**src/rtl/bus_arb_pkg.sv**
```systemverilog
// Shared types and constants for the bus-ownership arbiter.
// Latency: n/a (types only).
// Backpressure: n/a.
package bus_arb_pkg;

    // Transfer size carried alongside each master's address.
    typedef enum logic [1:0] {
        BYTE = 2'd0,
        HALF = 2'd1,
        WORD = 2'd2
    } xfer_size_t;

    // OWNED: a master holds the bus. HANDOVER: the single dead cycle between owners.
    typedef enum logic {
        OWNED    = 1'b0,
        HANDOVER = 1'b1
    } arb_state_t;

    // Master that owns the bus when nobody else asks for it (the CPU).
    localparam int PARK_MASTER = 0;

endpackage

```
**src/rtl/arb_pick.sv**
```systemverilog
// Combinational winner picker: any requesting DMA beats the CPU, else park at 0.
// Latency: purely combinational.
// Backpressure: none; the caller decides when the result is used.
module arb_pick
    import bus_arb_pkg::*;
#(
    parameter int NUM_MASTERS = 5,
    parameter int RR_MODE     = 0,
    localparam int IDX_W      = $clog2(NUM_MASTERS)
) (
    input  logic [NUM_MASTERS-1:0] req,
    input  logic [IDX_W-1:0]       rr_ptr,
    output logic [IDX_W-1:0]       winner,
    output logic                   any_dma
);

    logic [IDX_W-1:0] start;
    logic [IDX_W-1:0] cand;
    int               idx;
    logic             found;

    // Scan the DMA channels from the start point, wrapping N-1 -> 1.
    // Fixed priority is the same scan always starting at channel 1.
    always_comb begin
        winner  = IDX_W'(PARK_MASTER);
        any_dma = |req[NUM_MASTERS-1:1];
        start   = (RR_MODE != 0) ? rr_ptr : IDX_W'(1);
        cand    = '0;
        idx     = 0;
        found   = 1'b0;
        for (int off = 0; off < NUM_MASTERS - 1; off++) begin
            idx = int'(start) + off;
            if (idx > NUM_MASTERS - 1) begin
                idx = idx - (NUM_MASTERS - 1);
            end
            cand = IDX_W'(idx);
            if (!found && req[cand]) begin
                winner = cand;
                found  = 1'b1;
            end
        end
    end

endmodule

```
**src/rtl/bus_master_arbiter.sv**
```systemverilog
// Bus-ownership arbiter: registered owner/grant, explicit output mux, one dead cycle per handover.
// Latency: DMA request at a boundary edge -> HANDOVER next cycle -> grant the cycle after.
// Backpressure: decisions only when bus_ready=1 in OWNED; bus_ready=0 freezes owner/grant/state.
module bus_master_arbiter
    import bus_arb_pkg::*;
#(
    parameter int NUM_MASTERS = 5,
    parameter int ADDR_W      = 32,
    parameter int DATA_W      = 32,
    parameter int RR_MODE     = 0,
    localparam int IDX_W      = $clog2(NUM_MASTERS)
) (
    input  logic                               clock,
    input  logic                               reset,
    input  logic [NUM_MASTERS-1:0]             req,
    input  logic [NUM_MASTERS-1:0]             preemptable,
    input  logic [NUM_MASTERS-1:0][ADDR_W-1:0] m_addr,
    input  logic [NUM_MASTERS-1:0][DATA_W-1:0] m_wdata,
    input  logic [NUM_MASTERS-1:0][1:0]        m_size,
    input  logic [NUM_MASTERS-1:0]             m_write,
    input  logic                               bus_ready,
    output logic [ADDR_W-1:0]                  addr,
    output logic [DATA_W-1:0]                  wdata,
    output logic [1:0]                         size,
    output logic                               write,
    output logic                               valid,
    output logic [NUM_MASTERS-1:0]             grant,
    output logic [NUM_MASTERS-1:0]             pause,
    output logic [IDX_W-1:0]                   owner
);

    arb_state_t               state_q, state_d;
    logic [IDX_W-1:0]         owner_q, owner_d;
    logic [NUM_MASTERS-1:0]   grant_q, grant_d;
    logic [IDX_W-1:0]         rr_ptr_q, rr_ptr_d;

    logic [IDX_W-1:0]         winner;
    logic                     any_dma;
    logic                     boundary;
    logic                     owner_yields;

    arb_pick #(
        .NUM_MASTERS (NUM_MASTERS),
        .RR_MODE     (RR_MODE)
    ) u_pick (
        .req     (req),
        .rr_ptr  (rr_ptr_q),
        .winner  (winner),
        .any_dma (any_dma)
    );

    // Ownership FSM: leave OWNED only at a transfer boundary, spend exactly one cycle in HANDOVER.
    always_comb begin
        state_d      = state_q;
        owner_d      = owner_q;
        grant_d      = grant_q;
        rr_ptr_d     = rr_ptr_q;
        boundary     = (state_q == OWNED) && bus_ready;
        owner_yields = !req[owner_q] || preemptable[owner_q];
        case (state_q)
            OWNED: begin
                if (boundary && (winner != owner_q) && owner_yields) begin
                    state_d = HANDOVER;
                    grant_d = '0;
                    // A DMA giving up the bus moves the round-robin start past itself.
                    if (owner_q != IDX_W'(PARK_MASTER)) begin
                        rr_ptr_d = (owner_q == IDX_W'(NUM_MASTERS - 1)) ? IDX_W'(1)
                                                                         : owner_q + IDX_W'(1);
                    end
                end
            end
            HANDOVER: begin
                // Re-arbitrate from this cycle's requests; a vanished target falls back to park.
                state_d = OWNED;
                owner_d = any_dma ? winner : IDX_W'(PARK_MASTER);
                grant_d = NUM_MASTERS'(1) << owner_d;
            end
            default: begin
                state_d = OWNED;
                owner_d = IDX_W'(PARK_MASTER);
                grant_d = NUM_MASTERS'(1) << PARK_MASTER;
            end
        endcase
    end

    // State registers with synchronous reset to the CPU-parked state.
    always_ff @(posedge clock) begin
        if (reset) begin
            state_q  <= OWNED;
            owner_q  <= IDX_W'(PARK_MASTER);
            grant_q  <= NUM_MASTERS'(1) << PARK_MASTER;
            rr_ptr_q <= IDX_W'(1);
        end else begin
            state_q  <= state_d;
            owner_q  <= owner_d;
            grant_q  <= grant_d;
            rr_ptr_q <= rr_ptr_d;
        end
    end

    // Output mux: payload comes from the registered owner and is zeroed when nothing valid is driven.
    always_comb begin
        valid = (state_q == OWNED) && req[owner_q];
        addr  = valid ? m_addr[owner_q]  : '0;
        wdata = valid ? m_wdata[owner_q] : '0;
        size  = valid ? m_size[owner_q]  : '0;
        write = valid && m_write[owner_q];
        grant = grant_q;
        owner = owner_q;
        pause = ~grant_q | {NUM_MASTERS{~bus_ready}};
    end

    // Structural invariants of the ownership FSM.
    a_grant_onehot_owned: assert property (@(posedge clock) disable iff (reset)
        (state_q == OWNED) |-> $onehot(grant_q));
    a_grant_zero_handover: assert property (@(posedge clock) disable iff (reset)
        (state_q == HANDOVER) |-> (grant_q == '0));
    a_handover_one_cycle: assert property (@(posedge clock) disable iff (reset)
        (state_q == HANDOVER) |=> (state_q == OWNED));
    a_hold_when_busy: assert property (@(posedge clock) disable iff (reset)
        ((state_q == OWNED) && !bus_ready) |=> ($stable(owner_q) && $stable(grant_q) && (state_q == OWNED)));

endmodule
```
**config.mk**
```make
export PLATFORM = sky130hd
export DESIGN_NAME = bus_master_arbiter
export DESIGN_NICKNAME = d
export VERILOG_FILES = /design/src/rtl/bus_arb_pkg.sv /design/src/rtl/arb_pick.sv /design/src/rtl/bus_master_arbiter.sv
export SDC_FILE = /design/constraint.sdc
export NUM_CORES = 1
export LEC_CHECK = 0
export CAP_MARGIN = 30
export CELL_PAD_IN_SITES_DETAIL_PLACEMENT = 1
export CELL_PAD_IN_SITES_GLOBAL_PLACEMENT = 1
export CORE_AREA = 3 3 168 170
export CTS_BUF_LIST = sky130_fd_sc_hd__clkbuf_8
export DETAILED_ROUTE_END_ITERATION = 8
export DIE_AREA = 0 0 171 173
export HOLD_SLACK_MARGIN = 0.15
export PLACE_DENSITY_LB_ADDON = 0.1
export SLEW_MARGIN = 5
export SYNTH_ARGS = -nofsm -noshare
export SYNTH_HDL_FRONTEND = slang
export SYNTH_SLANG_ARGS = --single-unit
```
**constraint.sdc**
```tcl
create_clock -name clock -period 5.9 [get_ports clock]
set_clock_uncertainty 0.05 [all_clocks]
set_input_delay 1.18 -clock clock [delete_from_list [all_inputs] [get_ports clock]]
set_output_delay 1.18 -clock clock [all_outputs]
set_load 0.05 [all_outputs]
```
==> run metrics <==
WP depth 7; Overall Global Routing Usage 14.6%; part of the Yosys area used for sequential elements 6.03%; CP max FO 27; RSZ-0062 raised after global routing no; Top Usage Layer GRT met2; met2 Track Usage GR 29.3%; clk buf depth 2; power share of the combinational group ~84%; r2r endpoint grant[0]; Synth Area per Inst 9.92 sq um; outcome finished, final reports clean; most frequent CP cell clkdlybuf4s50_1; Distinct cells, synth 38; Worst slew margin 41.6%; H-tree Lvls 1; flop2flop setup slack between 3 and 4 ns; asr flop ratio synth 0%; Max Cap Viol 0; Flop pwr share approximately 8.6%; CTS tree yes; actual slew at the worst max-slew pin 0.876 ns; most common cell after layout, fill and taps aside clkdlybuf4s50_1; Int Pwr 0.533 mW; max incr delay on CP a little over 0.7 ns; Setup CP Type primary input to output pin; # IOs between 400 and 500; Setup crit end kind output pin; clock root cell clkbuf_8; GP Congestion about 0.77; vias per inst around 4.3; reg2reg start owner[0]; core area roughly 0.027 sq mm; layout cell share with drive strength beyond 1 between 10% and 20%; register area 188 sq um; Clock power frac under 10%; CTS Sinks 9; area of the multi-input gates roughly 0.0026 sq mm; critical path's top delay family buffers and inverters; worst r2r path cells 4; Worst setup SP type primary input; worst hold path startpoint grant[3]; Hold Fails Final Rpt 0; IO Port Bufs roughly 430; HP Class flip-flop to flip-flop; Max Slew Vio Count 0; Post-CTS Setup Bufs 0; first-pass detailed-route iteration total 4; Synthesis Warnings 0; area of the die 0.0296 sq mm; Routed Antenna Nets 0; Post-Syn Nets around 650; fmax 196 MHz; Mapped Area roughly 0.003 sq mm; setup TNS 0 ns; synthesized instance count about 300; Fillers around 3000; final period utilization approximately 87%; first-pass GRT wire length about 33000 microns; Post-synth EDFFs 0; GRT Residual Overflow 0; worst hold endpoint grant[3]; commonest cells after routing, fill and taps aside clkdlybuf4s50_1 (428), nor2_1 (71), mux4_2 (67), a22oi_1 (67), nand2_1 (8); vias in the first global route 5234; initial antenna violation count 6; Hold Slack about 0.48 ns; area added between synthesis and finish 156%; Req. time, crit path 4.67 ns; Clock Latency Late Sink about 0.23 ns; number of synthesized register bits 9; PwrDens 126 mW/mm^2; switching portion of total power between 40 and 50%; nets approximately 1000; Layout Cells excl Fill between 1000 and 1500; Initial Util ~11%; endpoints failing setup 0; Buf+Inv Stages, Crit Path 3; Die X around 170 microns; largest net degree at the start of global routing a little under 70; Tot Pwr slightly below 1 mW; Total Routed Length ~23000 microns; FP Rows 60; Worst-path clk slew about 0.050 ns; DP Cell Count approximately 1000; GR Util met3 roughly 4.5%; Layout Utilization between 20 and 30%; initial drt markers about 140; DP HPWL 19200 microns; Period minus WS final around 5.1 ns; Worst EP arrival between 3 and 4 ns; Leak ~2.7 nW; vias post-DR 4530; CP max-delay cell clkdlybuf4s50_1; hold buffers post-CTS 0; peak supply drop about 60 uV; DR DRC count 0; crit-path cells clkdlybuf4s50_1 > mux4_1 > a22o_1 > nand2_2 > buf_12 > nor2_1 > clkdlybuf4s50_1; worst hold stages 1; Resized cells post-CTS 0; met1 Use GR 14.6%; CTS Buf Count 3; Synth Flop Type dfxtp_1; Die Y 173 microns; switching power total 0.429 mW; per-cell routed wire length roughly 22 microns
[worst max path at each step]
stage / from / slack (ns) / end
floorplan: req[2] / 1.98 / addr[13]
global placement: req[1] / 0.82 / addr[29]
detailed placement: req[3] / 0.76 / addr[19]
CTS: req[3] / 0.76 / addr[19]
global route: req[3] / 0.65 / addr[17]
finish: req[3] / 0.79 / addr[2]
[stage by stage]
stage                     instance area [sq um]  worst slack [ns]
after floorplan                            2990              1.98
after global placement                     7600             0.819
after detailed placement                   7600             0.763
after CTS                                  7640             0.763
after global routing                       7650             0.648
final                                      7650             0.790
[Yosys cell counts, types with 2 or more instances]
cell       n  share of area [%]
mux2i_1    2               0.67
buf_1      4               0.50
nor2_1    71                8.9
a22oi_1   67                 17
buf_2     16                2.7
nor3_1     3               0.50
nor3b_2    2               0.84
nand2_1    9                1.1
dfxtp_1    9                6.0
inv_1      3               0.38
mux4_2    67                 51
nor2b_1    2               0.42
buf_4      4                1.0
a32o_1     3                1.0
clkbuf_1  15                1.9
a21oi_1    2               0.34
[layout make-up]
| cell class | count | share of cell area [%] |
|---|---|---|
| inverters | 4 | 0.196 |
| flip-flops and latches | 9 | 2.45 |
| repair buffers | 435 | 57.0 |
| well taps | 341 | 5.57 |
| multi-input cells | 248 | 34.1 |
| diodes | 4 | 0.131 |
| clock buffers | 3 | 0.539 |
| clock inverters | 1 | 0.0654 |
[worst reg2reg max path, cell delays in order, from the launching register on]
cell     delay (ns)
dfxtp_4        0.88
buf_4          0.73
o31ai_1        0.24
a211o_1        0.38
a311o_1        0.37
[registers in the layout, indices dropped and copies added (netlist names)]
register  cells
grant         5
owner         3
state_q       1
[cells by family (layout without fill, tap and decap cells)]
group,after synthesis,count (layout),synth area share [%]
AO/OA/AOI/OAI,82,82,20.9
XOR/XNOR,1,1,0.293
buffers and inverters,44,443,6.95
flip-flops,9,9,6.03
multiplexers,70,70,52.1
other,0,4,0
AND/OR/NAND/NOR,95,95,13.7
[routing by layer]
| layer | wire [microns] | vias up | part of all wire [%] |
|---|---|---|---|
| li1 | - | 2050 | - |
| met1 | 7670 | 2207 | 33 |
| met2 | 13000 | 255 | 56 |
| met3 | 2350 | 14 | 10 |
| met4 | 229 | 4 | 0.99 |
| met5 | 28 | - | 0.12 |
[power by group through the flow]
stage	clock network [mW]	logic (mW)	registers, mW
floorplan	0	0.420	0.0757
global placement	0	0.810	0.0846
detailed placement	0	0.816	0.0851
CTS	0.0751	0.820	0.0841
global route	0.0784	0.855	0.0858
finish	0.0714	0.809	0.0824
Note: power is estimated with default switching activity, not from simulation.
==> variant 1, RTL diff (config.mk and constraints unchanged) <==
Set the parameter `DATA_W` to 16 (it was 32).
--- a/src/rtl/bus_master_arbiter.sv
+++ b/src/rtl/bus_master_arbiter.sv
@@ -7,5 +7,5 @@
     parameter int NUM_MASTERS = 5,
     parameter int ADDR_W      = 32,
-    parameter int DATA_W      = 32,
+    parameter int DATA_W      = 16,
     parameter int RR_MODE     = 0,
     localparam int IDX_W      = $clog2(NUM_MASTERS)
Interface: changed (resized m_wdata and wdata); port bits go from 429 to 333. No check against the original RTL was run, so the function may have changed too.
==> variant 1 against the original RTL <==
  * Synthesized cell count down 19%
  * Wire length decreased by 24%
  * Non-clock buffer count fell by 98
  * Area after synthesis down 20%
  * Clock power grew 3%
  * Count of clock-buffer cells in the layout unchanged
  * Critical path type unchanged
  * Power decreased by 19%
  * Final area shrank 20%
  * Setup slack lost 0.0091 ns
  * Utilization down 5.8 points
  * Cell count decreased by 14%
  * Sequential cell count unchanged
  * Critical path depth unchanged
==> variant 1: results (changes against the original RTL) <==
stage,metric,value,unit,change
detailed_routing,drtIter0Drc,113,,was 144
synthesis,synth_cell_types,37,,was 38
placed_design,dp_hpwl,14.5,mm,was 19.2 mm
worst_setup_path,crit_fanout,37,,was 27
power,leakage,2.09,nW,was 2.66 nW
layout,drive_gt1_frac,0.119,,was 0.120
synthesis,synth_common_cells,"nor2_1 (55), mux4_2 (52), a22oi_1 (51)",,"was nor2_1 (71), a22oi_1 (67), mux4_2 (67)"
power,ir_drop,46.3,uV,was 60.5 uV
timing,tightest_slew,0.931,ns,was 0.876 ns
layout,largest_register_ffs,5,,unchanged
detailed_routing,avgViaCountPerCell,3.92,,was 4.33
worst_setup_path,crit_arrival,3.89,ns,was 3.88 ns
synthesis,synth_fp_nets,512,,was 649
layout,diodes,0,,was 4
grt,grt_max_degree,53,,was 69
placed_design,routabilityCongestion,0.746,,was 0.765
synthesis,postSynth.asyncResetShare,0,,unchanged
grt,grt_pass1_vias,4187,,was 5234
layout,nNetsFinal,823,,was 1049
detailed_routing,wl_per_cell,19.8,um,was 22.2 um
grt,grt_usage,0.113,,was 0.146
placed_design,io_buffers,332,,was 428
grt,grt_pass1_wl,25.9,mm,was 33.4 mm
synthesis,synth_area_leaders,"mux4_2 (49%), a22oi_1 (16%), nor2_1 (8.6%)",,"was mux4_2 (51%), a22oi_1 (17%), nor2_1 (8.9%)"
run_status,status,"finished, final reports clean",,unchanged
placed_design,place_area,6060,um2,was 7600 um2
grt,antenna_found_initial,0,,was 6
placed_design,dp_slack,0.753,ns,was 0.763 ns
synthesis,synth-seq-area-share,0.0751,,was 0.0603
detailed_routing,drtPass1Iterations,4,,unchanged
variant 1: cell count changes after synthesis, sizes merged:
cell,change
a22oi,-16
mux4,-16
nor2,-16
buf,-10
clkbuf,+1
clkinv,-1
inv,+1
variant 1: cell families (layout without fill, tap and decap cells):
kind of cell | Yosys count | count (layout) | share of synthesized area
flops | 9 | 9 | 0.0751
compound gates | 66 | 66 | 0.210
mux | 54 | 54 | 0.497
simple gates | 79 | 79 | 0.146
xor+xnor | 1 | 1 | 0.00365
buf+inv | 35 | 345 | 0.0683
variant 1: layout make-up:
type / instances / area, um2
Clock buffer: 3 / 41.3
Clock inverter: 1 / 3.75
Fill cell: 3128 / 20800
Inverter: 4 / 15.0
Multi-Input combinational cell: 200 / 2060
Sequential cell: 9 / 185
Tap cell: 341 / 427
Timing Repair Buffer: 337 / 3370
variant 1: power by group:
group          switching, mW  internal (mW)
Combinational          0.292          0.326
Clock                 0.0276         0.0456
Sequential            0.0202         0.0640
Total                  0.340          0.435
variant 1: worst paths after layout:
check,from,to,slack [ns],cells past startpoint
min,grant[4],grant[4],0.52,1
max,req[2],addr[11],0.78,7
max reg2reg,owner[1],grant[0],3.31,6
min reg2reg,grant[4],grant[4],0.52,1
variant 1: worst max-delay path: cells and delay by family:
family                 cells  cell delay, ns
AO/OA/AOI/OAI              1            0.20
AND/OR/NAND/NOR            2            0.36
buffers and inverters      3            1.58
multiplexers               1            0.52
variant 1: routing by layer:
metal  GRT usage  vias to the layer above  part of all wire
met3      0.0181                       17             0.071
li1            -                     1623                 -
met4      0.0205                        0             0.016
met5           0                        -                 0
met2       0.230                      168              0.56
met1       0.119                     1702              0.36
variant 1: through the flow:
stage,power (mW),std cells,utilization
floorplan,0.400,244,-
global placement,0.707,891,0.226
detailed placement,0.711,891,0.226
CTS,0.787,895,0.227
global route,0.821,895,0.227
finish,0.775,895,0.227
==> variant 2, RTL diff (same settings) <==
Made on the original files. Make the reset (`reset`) asynchronous in one clocked block. Comments in the files are not updated.
--- a/src/rtl/bus_master_arbiter.sv
+++ b/src/rtl/bus_master_arbiter.sv
@@ -85,5 +85,5 @@
 
     // State registers with synchronous reset to the CPU-parked state.
-    always_ff @(posedge clock) begin
+    always_ff @(posedge clock or posedge reset) begin
         if (reset) begin
             state_q  <= OWNED;
Function: differs if reset is asserted again (counterexample within 4 cycles, from zero or initial values and one cycle with reset high); with reset held inactive, the same outputs for 4 cycles.
==> variant 2 against the original RTL <==
  * Final area about the same
  * Wire length down 2.0%
  * Critical endpoint is now wdata[23]
  * Via count down 1.4%
  * Fmax up 1.7%
  * Sequential cell count unchanged
  * Area after synthesis up 1.3%
  * Critical path type unchanged
  * Setup slack better by 0.084 ns
Power is left out: it rests on default switching activity, and per cell area and clock period it moved more than threefold.
==> variant 2: results (changes against the original RTL) <==
stage,metric,value,unit,change
synthesis,synth_area_leaders,"mux4_2 (50%), a22oi_1 (17%), nor2_1 (8.7%)",,"was mux4_2 (51%), a22oi_1 (17%), nor2_1 (8.9%)"
run_status,status,"finished, final reports clean",,unchanged
placed_design,routabilityCongestion,0.806,,was 0.765
placed_design,dp.cells,1043,,was 1037
detailed_routing,top_layer_used,met4,,was met5
detailed_routing,wl_per_cell,21.7,um,was 22.2 um
worst_setup_path,crit_fanout,35,,was 27
placed_design,dp_slack,0.880,ns,was 0.763 ns
detailed_routing,drtIter0Drc,165,,was 144
grt,grt_use_met1,0.167,,was 0.146
timing,slew_headroom,0.396,,was 0.416
grt,met2_usage,0.291,,was 0.293
layout,ff_latch_area,234,um2,was 188 um2
layout,fillers,3094,,was 3056
synthesis,synth_fp_nets,653,,was 649
synthesis,synth_flop_cell,dfrtp_1,,was dfxtp_1
min_path,holdCritStartpoint,grant[0],,was grant[3]
grt,antenna_found_initial,1,,was 6
grt,grt_pass1_wl,33.5,mm,was 33.4 mm
min_path,min_path_cells,2,,was 1
synthesis,postSynth.asyncResetShare,1.00,,was 0
worst_setup_path,r2r_end,grant[3],,was grant[0]
synthesis,synthMuxAreaShare,0.519,,was 0.521
synthesis,avgSynthCellArea,9.92,um2,about the same
worst_setup_path,reg2reg_slack,3.80,ns,was 3.13 ns
synthesis,synth_common_cells,"nor2_1 (70), a22oi_1 (67), mux4_2 (67)",,"was nor2_1 (71), a22oi_1 (67), mux4_2 (67)"
synthesis,synth-seq-area-share,0.0749,,was 0.0603
detailed_routing,wl_met1,8.41,mm,was 7.67 mm
worst_setup_path,critPathLaunch,req[1],,was req[3]
worst_setup_path,max_stage_delay,0.85,ns,was 0.72 ns
synthesis,synth_compound_area_frac,0.206,,was 0.209
grt,grt_pass1_vias,5212,,was 5234
grt,grt.met3_usage,0.0325,,was 0.0455
min_path,holdPathEnd,grant[0],,was grant[3]
synthesis,synth_xor_area_frac,0.00290,,was 0.00293
worst_setup_path,r2r_cells,5,,was 4
placed_design,dp_hpwl,18.6,mm,was 19.2 mm
grt,grt_usage,0.147,,was 0.146
==> variant 2: changes by cell type after synthesis, moves of 2 or more <==
cell,change
a21oi_1,+2
dfrtp_1,+8
o21ai_0,+6
buf_6,+2
nand2_1,-2
nor3b_2,-2
inv_1,+4
dfxtp_1,-9
nand3_1,+3
mux2i_1,+4
buf_1,-3
a32o_1,-3
==> variant 2: final cells by class <==
type | instances | share of cell area
flip-flops and latches | 9 | 0.0306
clock inverters | 1 | 0.000491
inverters | 8 | 0.00393
well taps | 341 | 0.0558
repair buffers | 436 | 0.568
multi-input cells | 249 | 0.336
diodes | 1 | 0.000327
clock buffers | 3 | 0.00540
==> variant 2: worst max-delay path, delay by kind of cell <==
| kind | cells | cell delay, ns |
|---|---|---|
| AND/OR/NAND/NOR | 2 | 0.46 |
| multiplexers | 1 | 0.11 |
| buffers and inverters | 3 | 1.72 |
| AO/OA/AOI/OAI | 2 | 0.27 |
